**src/rtl/lift_fsm_controller.sv**
```systemverilog
// -----------------------------------------------------------------------------
// lift_fsm_controller
//
// Three-floor lift controller. Floor calls are latched into a pending mask and
// served with a direction-preference scheduler: when idle the lift keeps going
// the way it last went if there is work that way, otherwise it turns round.
// The door stays open for DOOR_CYCLES cycles and restarts its count whenever
// the current floor is called again.
//
// Parameters:
//   TRAVEL_CYCLES  clock cycles to move one floor (>= 1)
//   DOOR_CYCLES    clock cycles the door stays open after its last (re)start (>= 1)
//
// Ports:
//   clk          rising-edge system clock
//   rst_n        synchronous, active-low reset
//   req[2:0]     floor calls, sampled every edge (bit0 ground .. bit2 second)
//   estop        emergency stop (present only with LIFT_ESTOP_EN)
//   floor_state  one-hot current floor (001 / 010 / 100), registered
//   direction    10 up, 01 down, 00 stationary, registered
//   door_open    high while the door is open, registered
//   pending      latched, unserved calls, registered
//
// Build option:
//   LIFT_ESTOP_EN  adds the estop input. While estop is high the travel and
//                  door counters freeze, an idle lift does not depart, and
//                  calls keep latching. Undefined means estop is tied low.
//
// Handshake: none. req is a level input sampled on every rising edge; all
// outputs change only on rising edges.
// -----------------------------------------------------------------------------
module lift_fsm_controller #(
    parameter int TRAVEL_CYCLES = 8,
    parameter int DOOR_CYCLES   = 4
) (
    input  logic       clk,
    input  logic       rst_n,
    input  logic [2:0] req,
`ifdef LIFT_ESTOP_EN
    input  logic       estop,
`endif
    output logic [2:0] floor_state,
    output logic [1:0] direction,
    output logic       door_open,
    output logic [2:0] pending
);

    localparam int TW = $clog2(TRAVEL_CYCLES + 1);
    localparam int DW = $clog2(DOOR_CYCLES + 1);

    localparam logic [TW-1:0] T_LAST = TW'(TRAVEL_CYCLES - 1);
    localparam logic [TW-1:0] T_MAX  = TW'(TRAVEL_CYCLES);
    localparam logic [DW-1:0] D_LAST = DW'(DOOR_CYCLES - 1);
    localparam logic [DW-1:0] D_MAX  = DW'(DOOR_CYCLES);

    typedef enum logic [1:0] {
        IDLE      = 2'd0,
        MOVE_UP   = 2'd1,
        MOVE_DOWN = 2'd2,
        DOOR_OPEN = 2'd3
    } state_t;

    state_t        state, state_n;
    logic [TW-1:0] tcnt, tcnt_n;
    logic [DW-1:0] dcnt, dcnt_n;
    logic          last_up, last_up_n;
    logic [2:0]    floor_n;
    logic [1:0]    direction_n;
    logic          door_n;
    logic [2:0]    pending_n;

    logic [2:0]    eff;       // latched calls plus calls arriving this edge
    logic [2:0]    serve;     // bits served this edge; cleared even if req'd now
    logic [2:0]    no_latch;  // req bits that are handled directly, not latched
    logic [2:0]    arrive;    // floor reached at the end of this travel step
    logic [2:0]    ahead;     // floors beyond 'arrive' in the travel direction
    logic          halt;

`ifdef LIFT_ESTOP_EN
    assign halt = estop;
`else
    assign halt = 1'b0;
`endif

    // Masks of floors strictly above / below a one-hot floor.
    function automatic logic [2:0] above_of(input logic [2:0] f);
        return {f[1] | f[0], f[0], 1'b0};
    endfunction

    function automatic logic [2:0] below_of(input logic [2:0] f);
        return {1'b0, f[2], f[2] | f[1]};
    endfunction

    always_ff @(posedge clk) begin
        if (!rst_n) begin
            state       <= IDLE;
            floor_state <= 3'b001;
            direction   <= 2'b00;
            door_open   <= 1'b0;
            pending     <= 3'b000;
            tcnt        <= '0;
            dcnt        <= '0;
            last_up     <= 1'b1;
        end else begin
            state       <= state_n;
            floor_state <= floor_n;
            direction   <= direction_n;
            door_open   <= door_n;
            pending     <= pending_n;
            tcnt        <= tcnt_n;
            dcnt        <= dcnt_n;
            last_up     <= last_up_n;
        end
    end

    always_comb begin
        state_n   = state;
        floor_n   = floor_state;
        tcnt_n    = tcnt;
        dcnt_n    = dcnt;
        last_up_n = last_up;
        serve     = 3'b000;
        no_latch  = 3'b000;
        arrive    = floor_state;
        ahead     = 3'b000;
        eff       = pending | req;

        case (state)
            IDLE: begin
                no_latch = floor_state;
                if (|(eff & floor_state)) begin
                    // A call at this floor opens the door on the very next edge.
                    state_n = DOOR_OPEN;
                    dcnt_n  = '0;
                    serve   = floor_state;
                end else if (!halt) begin
                    if (last_up && |(eff & above_of(floor_state))) begin
                        state_n   = MOVE_UP;
                        last_up_n = 1'b1;
                        tcnt_n    = '0;
                    end else if (|(eff & below_of(floor_state))) begin
                        state_n   = MOVE_DOWN;
                        last_up_n = 1'b0;
                        tcnt_n    = '0;
                    end else if (|(eff & above_of(floor_state))) begin
                        state_n   = MOVE_UP;
                        last_up_n = 1'b1;
                        tcnt_n    = '0;
                    end
                end
            end

            MOVE_UP, MOVE_DOWN: begin
                if (state == MOVE_UP) begin
                    arrive = {floor_state[1:0], 1'b0};
                    ahead  = above_of(arrive);
                end else begin
                    arrive = {1'b0, floor_state[2:1]};
                    ahead  = below_of(arrive);
                end
                if (!halt) begin
                    if (tcnt == T_LAST) begin
                        // Entry conditions guarantee a floor exists in the
                        // travel direction, so 'arrive' is always one-hot.
                        tcnt_n  = '0;
                        floor_n = arrive;
                        if (|(eff & arrive)) begin
                            state_n = DOOR_OPEN;
                            dcnt_n  = '0;
                            serve   = arrive;
                        end else if (|(eff & ahead)) begin
                            state_n = state;
                        end else begin
                            state_n = IDLE;
                        end
                    end else if (tcnt < T_MAX) begin
                        tcnt_n = tcnt + 1'b1;
                    end
                end
            end

            DOOR_OPEN: begin
                no_latch = floor_state;
                if (|(req & floor_state)) begin
                    // Re-call at this floor restarts the door time, even under estop.
                    dcnt_n = '0;
                    serve  = floor_state;
                end else if (!halt) begin
                    if (dcnt == D_LAST) begin
                        state_n = IDLE;
                        dcnt_n  = '0;
                    end else if (dcnt < D_MAX) begin
                        dcnt_n = dcnt + 1'b1;
                    end
                end
            end

            default: begin
                state_n = IDLE;
            end
        endcase

        pending_n = (pending | (req & ~no_latch)) & ~serve;

        case (state_n)
            MOVE_UP:   direction_n = 2'b10;
            MOVE_DOWN: direction_n = 2'b01;
            default:   direction_n = 2'b00;
        endcase
        door_n = (state_n == DOOR_OPEN);
    end

endmodule
```
**config.mk**
```make
export PLATFORM = sky130hd
export DESIGN_NAME = lift_fsm_controller
export DESIGN_NICKNAME = d
export VERILOG_FILES = /design/src/rtl/lift_fsm_controller.sv
export SDC_FILE = /design/constraint.sdc
export NUM_CORES = 1
export LEC_CHECK = 0
export CORE_UTILIZATION = 54
export CTS_CLUSTER_SIZE = 8
export DETAILED_ROUTE_END_ITERATION = 16
export MAX_ROUTING_LAYER = met4
export PLACE_DENSITY = 0.78
export SYNTH_ARGS = -nofsm -noshare
export SYNTH_HDL_FRONTEND = slang
export SYNTH_SLANG_ARGS = --single-unit
```
**constraint.sdc**
```tcl
create_clock -name clk -period 2.45 [get_ports clk]
set_clock_uncertainty 0.05 [all_clocks]
set_input_delay 0.245 -clock clk [delete_from_list [all_inputs] [get_ports clk]]
set_output_delay 0.245 -clock clk [all_outputs]
set_load 0.02 [all_outputs]
```
# Yosys cells after proc, flatten, opt, wreduce, memory -nomap -nowiden
# Cells that the tools add are included.
[word_totals]
regBits = 19
input_bits = 5
wordCells = 96
[classes]
n_addsub = 2
n_lt_le_gt_ge = 2
n_eq_ne = 15
muxes = 38
n_bitwise = 15
n_reduce_logical = 16
[ops]
columns = ["operator", "count"]
rows = [
  ["3-bit two-way mux", 15],
  ["4-bit two-way mux", 6],
  ["3-bit bitwise AND", 7],
  ["2-bit two-way mux", 9],
  ["3-bit case mux with 3 select lines", 2],
  ["3-bit OR reduction", 6],
  ["2-bit equality test, second input constant", 4],
  ["2-bit != test, second input constant", 4],
  ["4-bit != test, second input constant", 2],
  ["4-bit case mux with 2 select lines", 1],
  ["4-bit AND reduction", 2],
  ["3-bit inverter", 2],
  ["3-bit bitwise OR", 2],
  ["2-bit case mux with 3 select lines", 1],
  ["4-bit by 1-bit adder with 4-bit output, second input constant", 1],
  ["2-bit by 1-bit equality test with 1-bit output, second input constant", 2],
  ["4-bit by 3-bit equality test with 1-bit output, second input constant", 1],
  ["4-bit < comparator, second input constant", 1],
  ["2-bit case mux with 2 select lines", 1],
  ["2-bit OR reduction", 2],
  ["3-bit by 1-bit adder with 3-bit output, second input constant", 1],
  ["3-bit by 2-bit bitwise AND with 3-bit output", 1],
  ["3-bit by 2-bit equality test with 1-bit output, second input constant", 1],
  ["3-bit < comparator, second input constant", 1],
  ["10 further kinds", 13],
]

# Logic depth before layout (Yosys ltp)
[depth]
word_depth = 11
ltp_mapped = 8

# Worst setup path after synthesis
# OpenSTA, ideal clock, no wires.
[synth_timing]
kind = "register to register"
from = "register state[1]"
to = "register dcnt[2]"
setup_ps = 115
arrival_ps = 1630
required_time_ps = 2285
path_slack_ps = 654
path_stages_with_launch = 8
n_path_buf = 0
period_less_slack_ps = 1796
path_cell_list = "dfxtp_1 > inv_1 > ha_1 > mux2i_1 > o221ai_1 > nand3_1 > a211o_1 > and3_1"
[synth_between]
elab_chain_len = 7
elab_cells_between_ends = 15
[synth_rtl]
columns = ["element", "line", "source"]
rows = [
  ["start: declaration", "63", "state_t state, state_n;"],
  ["start signal: assignment", "105", "state <= state_n;"],
  ["2-bit by 1-bit equality test with 1-bit output", "n/a", ""],
  ["3-bit two-way mux", "154", "if (state == MOVE_UP) begin"],
  ["3-bit two-way mux", "128", "case (state)"],
  ["3-bit bitwise AND", "167", "if (|(eff & arrive)) begin"],
  ["3-bit OR reduction", "167", ""],
  ["2-bit != test (no line)", "n/a", ""],
  ["4-bit AND reduction (no line)", "n/a", ""],
  ["end signal: assignment", "111", "dcnt <= dcnt_n;"],
  ["end: declaration", "65", "logic [DW-1:0] dcnt, dcnt_n;"],
]
# Parallel ways exist; a longest one is shown, timed or not. The select of a mux whose other input is x is not followed.
# A chain may end at the register's enable or synchronous reset.

# Worst setup path in the final report
[layout_timing]
from = "register state[0]"
to = "register direction[0]"
[layout_between]
elab_chain_len = 11
elab_cells_between_ends = 26
[layout_rtl]
columns = ["element", "line", "source"]
rows = [
  ["2-bit by 1-bit equality test with 1-bit output", "n/a", ""],
  ["3-bit two-way mux", "154", ""],
  ["3-bit two-way mux", "128", ""],
  ["3-bit bitwise AND", "171", "end else if (|(eff & ahead)) begin"],
  ["3-bit OR reduction", "171", ""],
  ["2-bit two-way mux", "171", ""],
  ["2-bit two-way mux", "167", ""],
  ["2-bit two-way mux", "162", "if (tcnt == T_LAST) begin"],
  ["2-bit case mux with 3 select lines *", "128", ""],
  ["2-bit equality test or 2-bit by 1-bit equality test with 1-bit output (tied branches)", "205", "case (state_n)"],
  ["2-bit case mux with 2 select lines *", "205", ""],
  ["end signal: assignment", "107", "direction <= direction_n;"],
  ["end: declaration", "43", "output logic [1:0] direction,"],
]
# Every way passes the cells marked *; elsewhere a longest branch is shown, timed or not. The select of a mux whose other input is x is not followed.

==> results.sh <==
export IMPL_cts_resized_gates=0
export IMPL_insertion_delay_ns=0.29
export IMPL_row_count=16
export IMPL_cp_common_cell="and3_1"
export IMPL_cp_start_kind="register"
export IMPL_clk_pin_slew_ns=0.10
export IMPL_h_tree_depth=1
export IMPL_drt_wl_total_um=2570
export IMPL_cp_data_arrival_time_ns=2.19
export IMPL_period_needed_ns=2.05
export IMPL_antenna_found_initial=0
export IMPL_synthCells=139
export IMPL_drc=0
export IMPL_drv_slew=0
export IMPL_drt_iter0_markers=58
export IMPL_power_internal_mw=0.607
export IMPL_worstPathRequired_ns=2.60
export IMPL_swShare_pct=39.4
export IMPL_grt_max_degree=12
export IMPL_setup_viol=0
export IMPL_finalSetupTns_ns=0
export IMPL_pin_count=14
export IMPL_crit_path_max_incr_delay_ns=0.47
export IMPL_cts_hold_buf=0
export IMPL_grt_setup_unrepaired="false"
export IMPL_n_antenna_cell=0
export IMPL_final_cell_mix="19 x dfxtp_1, 16 x nand2_1, 13 x clkdlybuf4s50_1"
export IMPL_synth_ff_type="dfxtp_1"
export IMPL_core_mm2=0.00198
export IMPL_grtUsageTotal_pct=26.4
export IMPL_dp_hpwl_um=1990
export IMPL_fin_cells=181
export IMPL_crit_fanout=11
export IMPL_slew_headroom_pct=70.7
export IMPL_combinationalPowerShare_pct=45.2
export IMPL_synth_area_mm2=0.00114
export IMPL_cp_top_family="simple AND/OR/NAND/NOR gates"
export IMPL_setup_slack_ns=0.403
export IMPL_end_kind="register"
export IMPL_synth_cell_type_count=39
export IMPL_yosysWarningCount=0
export IMPL_path_cells="inv_1 > ha_1 > and3_1 > a21o_1 > o22a_1 > and3_1"
export IMPL_grt_overflow_total=0
export IMPL_nets=166
export IMPL_numPlacedInstances=177
export IMPL_dr_pass1_iters=4
export IMPL_status="finished, final reports clean"
export IMPL_viasPerCell=6.07
export IMPL_p_leak_nw=0.534
export IMPL_die_y_um=48.0
export IMPL_numCtsBuffers=3
export IMPL_drive_gt1_share_pct=5.19
export IMPL_switchingPower_mw=0.395
export IMPL_portBuffers=13
export IMPL_period_share_pct=83.6
export IMPL_die_w_um=48.0
export IMPL_initial_core_util_pct=57.6
export IMPL_synth_area_per_cell_um2=8.22
export IMPL_yosys_register_bits=19
export IMPL_syn_to_final_growth_pct=16.5
export IMPL_synth_edf_count=0
export IMPL_crit_buf_inv=1
export IMPL_ant_nets=0
export IMPL_ir_drop_v=0.000589
export IMPL_syn_nets=150
export IMPL_power_density_mw_per_mm2=753
export IMPL_tightest_slew_ns=0.435
export IMPL_p_clk_share_pct=15.5
export IMPL_grt_pass1_vias=956
export IMPL_path_class="register to register"
export IMPL_routedWlPerCell_um=14.2
export IMPL_cts_setup_buffers=0
export IMPL_ys_seq_area_share_pct=33.3
export IMPL_grt_first_pass_wirelength_um=4060
export IMPL_async_reset_ff_share_pct=0
export IMPL_gp_congestion=1.04
export IMPL_max_freq_mhz=489
export IMPL_fillCellCount=167
export IMPL_clockRootBuffer="clkbuf_4"
export IMPL_vias=1098
export IMPL_final_common_cell="dfxtp_1"
export IMPL_slowest_stage="ha_1"
export IMPL_die_area_mm2=0.00230
export IMPL_cts_sinks=19
export IMPL_drv_cap=0
export IMPL_seqPwrFrac_pct=39.3
export IMPL_cts_tree="done"
export IMPL_dp_slack_ns=0.237
export IMPL_hp_class="register to register"
export IMPL_finalHoldViolCount=0
export IMPL_cts_buffer_depth=2
cell families (layout without fill, tap and decap cells):
| kind of cell | after synthesis | after routing | synth area share, % |
|---|---|---|---|
| adders and majority gates | 6 | 6 | 6.57 |
| AOI/OAI and AO/OA | 47 | 47 | 30.8 |
| and+or+nand+nor | 52 | 52 | 22.7 |
| DFF | 19 | 19 | 33.3 |
| buffers and inverters | 12 | 27 | 4.05 |
| muxes | 3 | 3 | 2.63 |
Yosys cell counts (3+ instances only):
master / n / share of area (%)
nor2b_1: 4 / 2.2
o21ai_0: 12 / 5.3
mux2i_1: 3 / 2.6
clkbuf_1: 3 / 0.99
o211a_1: 3 / 2.6
dfxtp_1: 19 / 33
a21oi_1: 3 / 1.3
inv_1: 8 / 2.6
nor2_1: 11 / 3.6
and3_1: 4 / 2.2
o21a_1: 4 / 2.6
o211ai_1: 5 / 3.3
nand3_1: 4 / 1.8
nand2b_1: 4 / 2.2
nand2_1: 16 / 5.3
ha_1: 6 / 6.6
state kept, by name, summed over array words and instances (netlist names):
register / count
tcnt: 4
dcnt: 3
floor_state: 3
pending: 3
direction: 2
state: 2
door_open: 1
last_up: 1
per-layer routing:
layer	share of wire (%)	routed length (µm)	track usage (%)
met5	0	0	-
met4	0.90	23	10.0
met3	6.6	170	6.04
met2	50	1280	43.2
met1	43	1100	31.2
cell type report:
type | count | area, µm² | area share, %
flip-flops and latches | 19 | 380 | 28.6
repair buffers | 15 | 145 | 10.9
clock buffers | 4 | 26.3 | 1.97
multi-input cells | 108 | 716 | 53.8
well taps | 27 | 33.8 | 2.54
inverters | 8 | 30.0 | 2.26
stage by stage:
| step | util, % | hold WS (ns) | cell area (µm²) | total power, mW |
|---|---|---|---|---|
| after floorplan | - | 0.392 | 1140 | 0.711 |
| after global placement | 65.8 | 0.399 | 1310 | 0.836 |
| after detailed placement | 65.8 | 0.428 | 1310 | 0.852 |
| after CTS | 67.2 | 0.445 | 1330 | 1.01 |
| after global routing | 67.2 | 0.462 | 1330 | 1.08 |
| final | 67.2 | 0.442 | 1330 | 1.00 |
worst paths after layout:
path             from           end  slack [ns]  cells past startpoint
max          state[0]  direction[0]        0.40                      6
min           dcnt[0]       dcnt[0]        0.44                      2
max reg2reg  state[0]  direction[0]        0.40                      6
min reg2reg   dcnt[0]       dcnt[0]        0.44                      2
power groups by stage:
stage          clock (mW)  combinational [mW]  sequential [mW]
2_1_floorplan           0               0.290            0.421
3_3_place_gp            0               0.436            0.400
3_5_place_dp            0               0.451            0.402
4_1_cts             0.166               0.453            0.394
5_1_grt             0.179               0.497            0.404
6_report            0.156               0.453            0.394
worst reg2reg max path: stages (launching register included):
cell	delay, ns
dfxtp_1	0.46
inv_1	0.08
ha_1	0.47
and3_1	0.28
a21o_1	0.22
o22a_1	0.20
and3_1	0.19
Power figures use the tool's default switching activity.
==> RTL edit 1 (config.mk and constraints unchanged) <==
Add an input register stage for `req`, without a reset; this delays it by one clock.
--- a/src/rtl/lift_fsm_controller.sv
+++ b/src/rtl/lift_fsm_controller.sv
@@ -59,6 +59,12 @@
         MOVE_DOWN = 2'd2,
         DOOR_OPEN = 2'd3
     } state_t;
+
+    logic [2:0] req_q;
+
+    always_ff @(posedge clk) begin
+        req_q <= req;
+    end
 
     state_t        state, state_n;
     logic [TW-1:0] tcnt, tcnt_n;
@@ -123,7 +129,7 @@
         no_latch  = 3'b000;
         arrive    = floor_state;
         ahead     = 3'b000;
-        eff       = pending | req;
+        eff       = pending | req_q;
 
         case (state)
             IDLE: begin
@@ -181,7 +187,7 @@
 
             DOOR_OPEN: begin
                 no_latch = floor_state;
-                if (|(req & floor_state)) begin
+                if (|(req_q & floor_state)) begin
                     // Re-call at this floor restarts the door time, even under estop.
                     dcnt_n = '0;
                     serve  = floor_state;
@@ -200,7 +206,7 @@
             end
         endcase
 
-        pending_n = (pending | (req & ~no_latch)) & ~serve;
+        pending_n = (pending | (req_q & ~no_latch)) & ~serve;
 
         case (state_n)
             MOVE_UP:   direction_n = 2'b10;
Function: changed (a bounded check fails within 4 cycles, from zero or initial values and one cycle with rst_n low).
==> RTL edit 1 against the unedited design <==
  * Synthesized area up 10%
  * First-iteration DRC count down 36%
  * Synthesized cell count up 5.0%
  * Sequential cell count up 3
  * Total power up 11%
  * Global-route usage down 0.69 points
  * Routed wire length up 11%
  * Final area up 8.9%
  * Combinational power up 4%
  * Worst setup slack worse by 95 ps
  * Largest cell class unchanged
  * Largest power group unchanged
==> RTL edit 1: results (changes against the unedited design) <==
Crit Path Max Fanout=4 (-7); Worst setup endpoint=direction[1]$_SDFF_PN0_; Hold Crit Class=in2reg; Worst Hold End=req_q[2]$_DFF_P_; HP Start=req[2]; status=finished, final reports clean; Net Count, Synth=157 (+4.7%); Total GRT Usage=25.7% (-0.69 points); Lkg Pwr=0.560 nW (+4.9%); first drt pass iteration count=4 (unchanged); Synth top cells by count=22 x dfxtp_1, 13 x o21ai_0, 11 x nand2_1; Reg clk slew, reported paths=120 ps (+20 ps); Top reg by flops=tcnt; DRT iter0 DRCs=37 (-36%); top cells by area, synth=dfxtp_1 35%, ha_1 6.0%, o21ai_0 5.2%, a21oi_1 4.0%, nand3_1 3.6%; met1 wire length=1320 um (+21%); vias in the first global route=1112 (+16%); worst ir drop on vdd=0.000503 V (-15%); share of cells above drive strength 1=8.18% (+3.0 points); synth unique cells=45 (+15%); largest net degree at the start of global routing=16 (+4); gpl congestion=0.936 (-9.9%); crit path DAT=2300 ps (+110 ps); DR WL/cell=15.2 um (+7.5%); flop-to-flop setup slack=310 ps (-90 ps); met2 usage=42.7% (-0.58 points); Area after DPL=0.00141 sq mm (+8.3%); M3 GR Usage=3.64% (-2.4 points); HPWL Detailed=2080 um (+4.7%); Hold WS=321 ps (-122 ps); met1 GRT Util=32.3% (+1.1 points); routed wl met2=1360 um (+6.9%); Max-slew headroom=52.4% (-18 points); hold depth=1 (-1); Resize count post-CTS=0 (unchanged); max reg flops=4 (unchanged); first-pass GRT wire length=4870 um (+20%); fillcell total=192 (+15%); CP max stage cell=o41a_1; reg2reg start=state[1]$_SDFF_PN0_; sequential-to-total area share from yosys stat=34.9% (+1.6 points); Vias per Instance=6.22 (+2.6%); nets=171 (+3.0%); IO buf count=13 (unchanged); R2R depth=7 (+1); wire length on met3=120 um (-29%); CP top delay family=compound AO/OA/AOI/OAI gates
RTL edit 1: final cells by class:
cell class / count / area (sq um) / share of cell area [%]
Inverter: 3 / 11.3 / 0.777
Clock buffer: 4 / 36.3 / 2.50
Tap cell: 28 / 35.0 / 2.42
Multi-Input combinational cell: 114 / 774 / 53.4
Timing Repair Buffer: 16 / 153 / 10.5
Sequential cell: 22 / 440 / 30.4
RTL edit 1: logic make-up after synthesis:
group,count (synthesis),synth area share [%]
muxes,3,2.38
DFF,22,34.9
adders and majority gates,6,5.95
AOI/OAI and AO/OA,53,30.6
and+or+nand+nor,52,22.5
buffers and inverters,10,3.67
RTL edit 1: through the flow:
stage               worst slack (ps)  instances
finish                           308        187
floorplan                        507        146
CTS                              328        187
detailed placement               351        183
global route                     173        187
global placement                 412        183
RTL edit 1: where the power goes:
group          switching (mW)  total [mW]  internal [mW]
clock network           0.107       0.198         0.0907
registers              0.0411       0.443          0.402
logic                   0.255       0.470          0.215
total                   0.403        1.11          0.708
==> RTL edit 2 (same settings) <==
Made on the original files. The parameter `TRAVEL_CYCLES` goes from 8 to 4.
--- a/src/rtl/lift_fsm_controller.sv
+++ b/src/rtl/lift_fsm_controller.sv
@@ -30,7 +30,7 @@
 // outputs change only on rising edges.
 // -----------------------------------------------------------------------------
 module lift_fsm_controller #(
-    parameter int TRAVEL_CYCLES = 8,
+    parameter int TRAVEL_CYCLES = 4,
     parameter int DOOR_CYCLES   = 4
 ) (
     input  logic       clk,
Behaviour: not the same (Yosys sat finds a counterexample within 10 cycles, from zero or initial values and one cycle with rst_n low).
==> RTL edit 2 against the unedited design <==
  * Synthesized area grew 0.88%
  * Sequential cell count shrank 1
  * Total power grew 14%
  * Routed wire length shrank 4.3%
  * Global-route usage shrank 2.4 points
  * Worst setup slack lost 150 ps
  * Final area shrank 0.56%
  * Via count shrank 4.0%
  * Critical path depth grew 2
  * Fmax shrank 6.9%
  * First-iteration DRC count shrank 17%
  * Highest routed layer unchanged
==> RTL edit 2: results (changes against the unedited design) <==
Int Power=0.671 mW (+10%); Clock Power=0.147 mW (-6%); flop-to-flop setup slack=250 ps (-150 ps); Lkg Pwr=0.530 nW (-0.76%); CP top delay family=compound AO/OA/AOI/OAI gates; sequential-to-total area share from yosys stat=31.3% (-2.0 points); vias post-DR=1054 (-4.0%); IO buf count=13 (unchanged); Setup Fix Bufs, Post-CTS=0 (unchanged); Net Count, Synth=147 (-2.0%); ant diodes=0 (unchanged); Final Cycle Share=89.8% (+6.2 points); synth unique cells=46 (+18%); Max-slew headroom=70.6% (-0.084 points); Total GRT Usage=24.0% (-2.4 points); fillcell total=168 (+0.60%); vias in the first global route=887 (-7.2%); worst ir drop on vdd=0.000479 V (-19%); Mapped Cells=136 (-2.2%); root buffer cell=clkbuf_4; CP peak stage delay=350 ps (-120 ps); Vias per Instance=5.95 (-1.8%); FFs w/ async S/R, synth=0% (unchanged); synth-to-layout area growth=14.9%; top cells by area, synth=dfxtp_1 31%, ha_1 6.5%, o21ai_0 5.6%, nand2_1 5.5%, nor2_1 4.2%; final WL=2460 um (-4.3%); share of cells above drive strength 1=13.3% (+8.1 points); Area after DPL=0.00130 sq mm (-0.29%); pwr/cell area=862 mW/mm^2 (+14%); Synth top cells by count=18 x dfxtp_1, 17 x nand2_1, 13 x nor2_1, 13 x o21ai_0; Post-Place Worst Slack=263 ps (+25.8 ps); largest net degree at the start of global routing=14 (+2); CP max stage cell=mux2i_1; first-pass GRT wire length=3680 um (-9.4%); status=finished, final reports clean; R2R depth=8 (+2); DRT iter0 DRCs=48 (-17%); nets=163 (-1.8%); Comb power frac=54.4% (+9.2 points); Hold WS=404 ps (-38.3 ps); HPWL Detailed=1900 um (-4.2%); Resize count post-CTS=0 (unchanged); gpl congestion=0.903 (-13%); placed cell count=174 (-1.7%); Crit Path Max Fanout=4 (-7)
-- RTL edit 2: changes by cell type after synthesis, sizes merged, moves of 3 or more --
cell,before,now
o21a,4,1
inv,8,5
a21oi,3,8
o21ai,12,15
and3,4,1
-- RTL edit 2: worst min-delay path, stage by stage (launching register included) --
cell and delay (ps):
dfxtp_1 340, nand2_1 60, nor2_1 30
-- RTL edit 2: logic make-up (layout without fill, tap and decap cells) --
| kind of cell | count (synthesis) | in the layout | share of synthesized area [%] |
|---|---|---|---|
| and+or+nand+nor | 53 | 53 | 22.5 |
| AOI/OAI and AO/OA | 45 | 45 | 31.4 |
| DFF | 18 | 18 | 31.3 |
| buffers and inverters | 10 | 24 | 4.89 |
| adders and majority gates | 6 | 6 | 6.51 |
| muxes | 4 | 4 | 3.47 |
-- RTL edit 2: layout make-up --
cell class	instances	area share (%)
well taps	27	2.55
clock buffers	3	1.70
flip-flops and latches	18	27.2
inverters	5	1.42
repair buffers	16	11.5
multi-input cells	108	55.6
-- RTL edit 2: per-layer routing --
layer  GRT usage, %  routed length [um]  vias to the layer above
met3           4.44                 106                        6
met4           7.22                  38                        0
met5              -                   0                        -
met2           40.5                1210                       41
met1           28.8                1100                      489
li1               -                   -                      518
-- RTL edit 2: worst paths after layout --
kind | end | start
setup / recovery | direction[1]$_SDFF_PN0_ | state[1]$_SDFF_PN0_
hold / removal | tcnt[2]$_SDFFE_PN0P_ | tcnt[2]$_SDFFE_PN0P_
setup reg to reg | direction[1]$_SDFF_PN0_ | state[1]$_SDFF_PN0_
hold reg to reg | tcnt[2]$_SDFFE_PN0P_ | tcnt[2]$_SDFFE_PN0P_
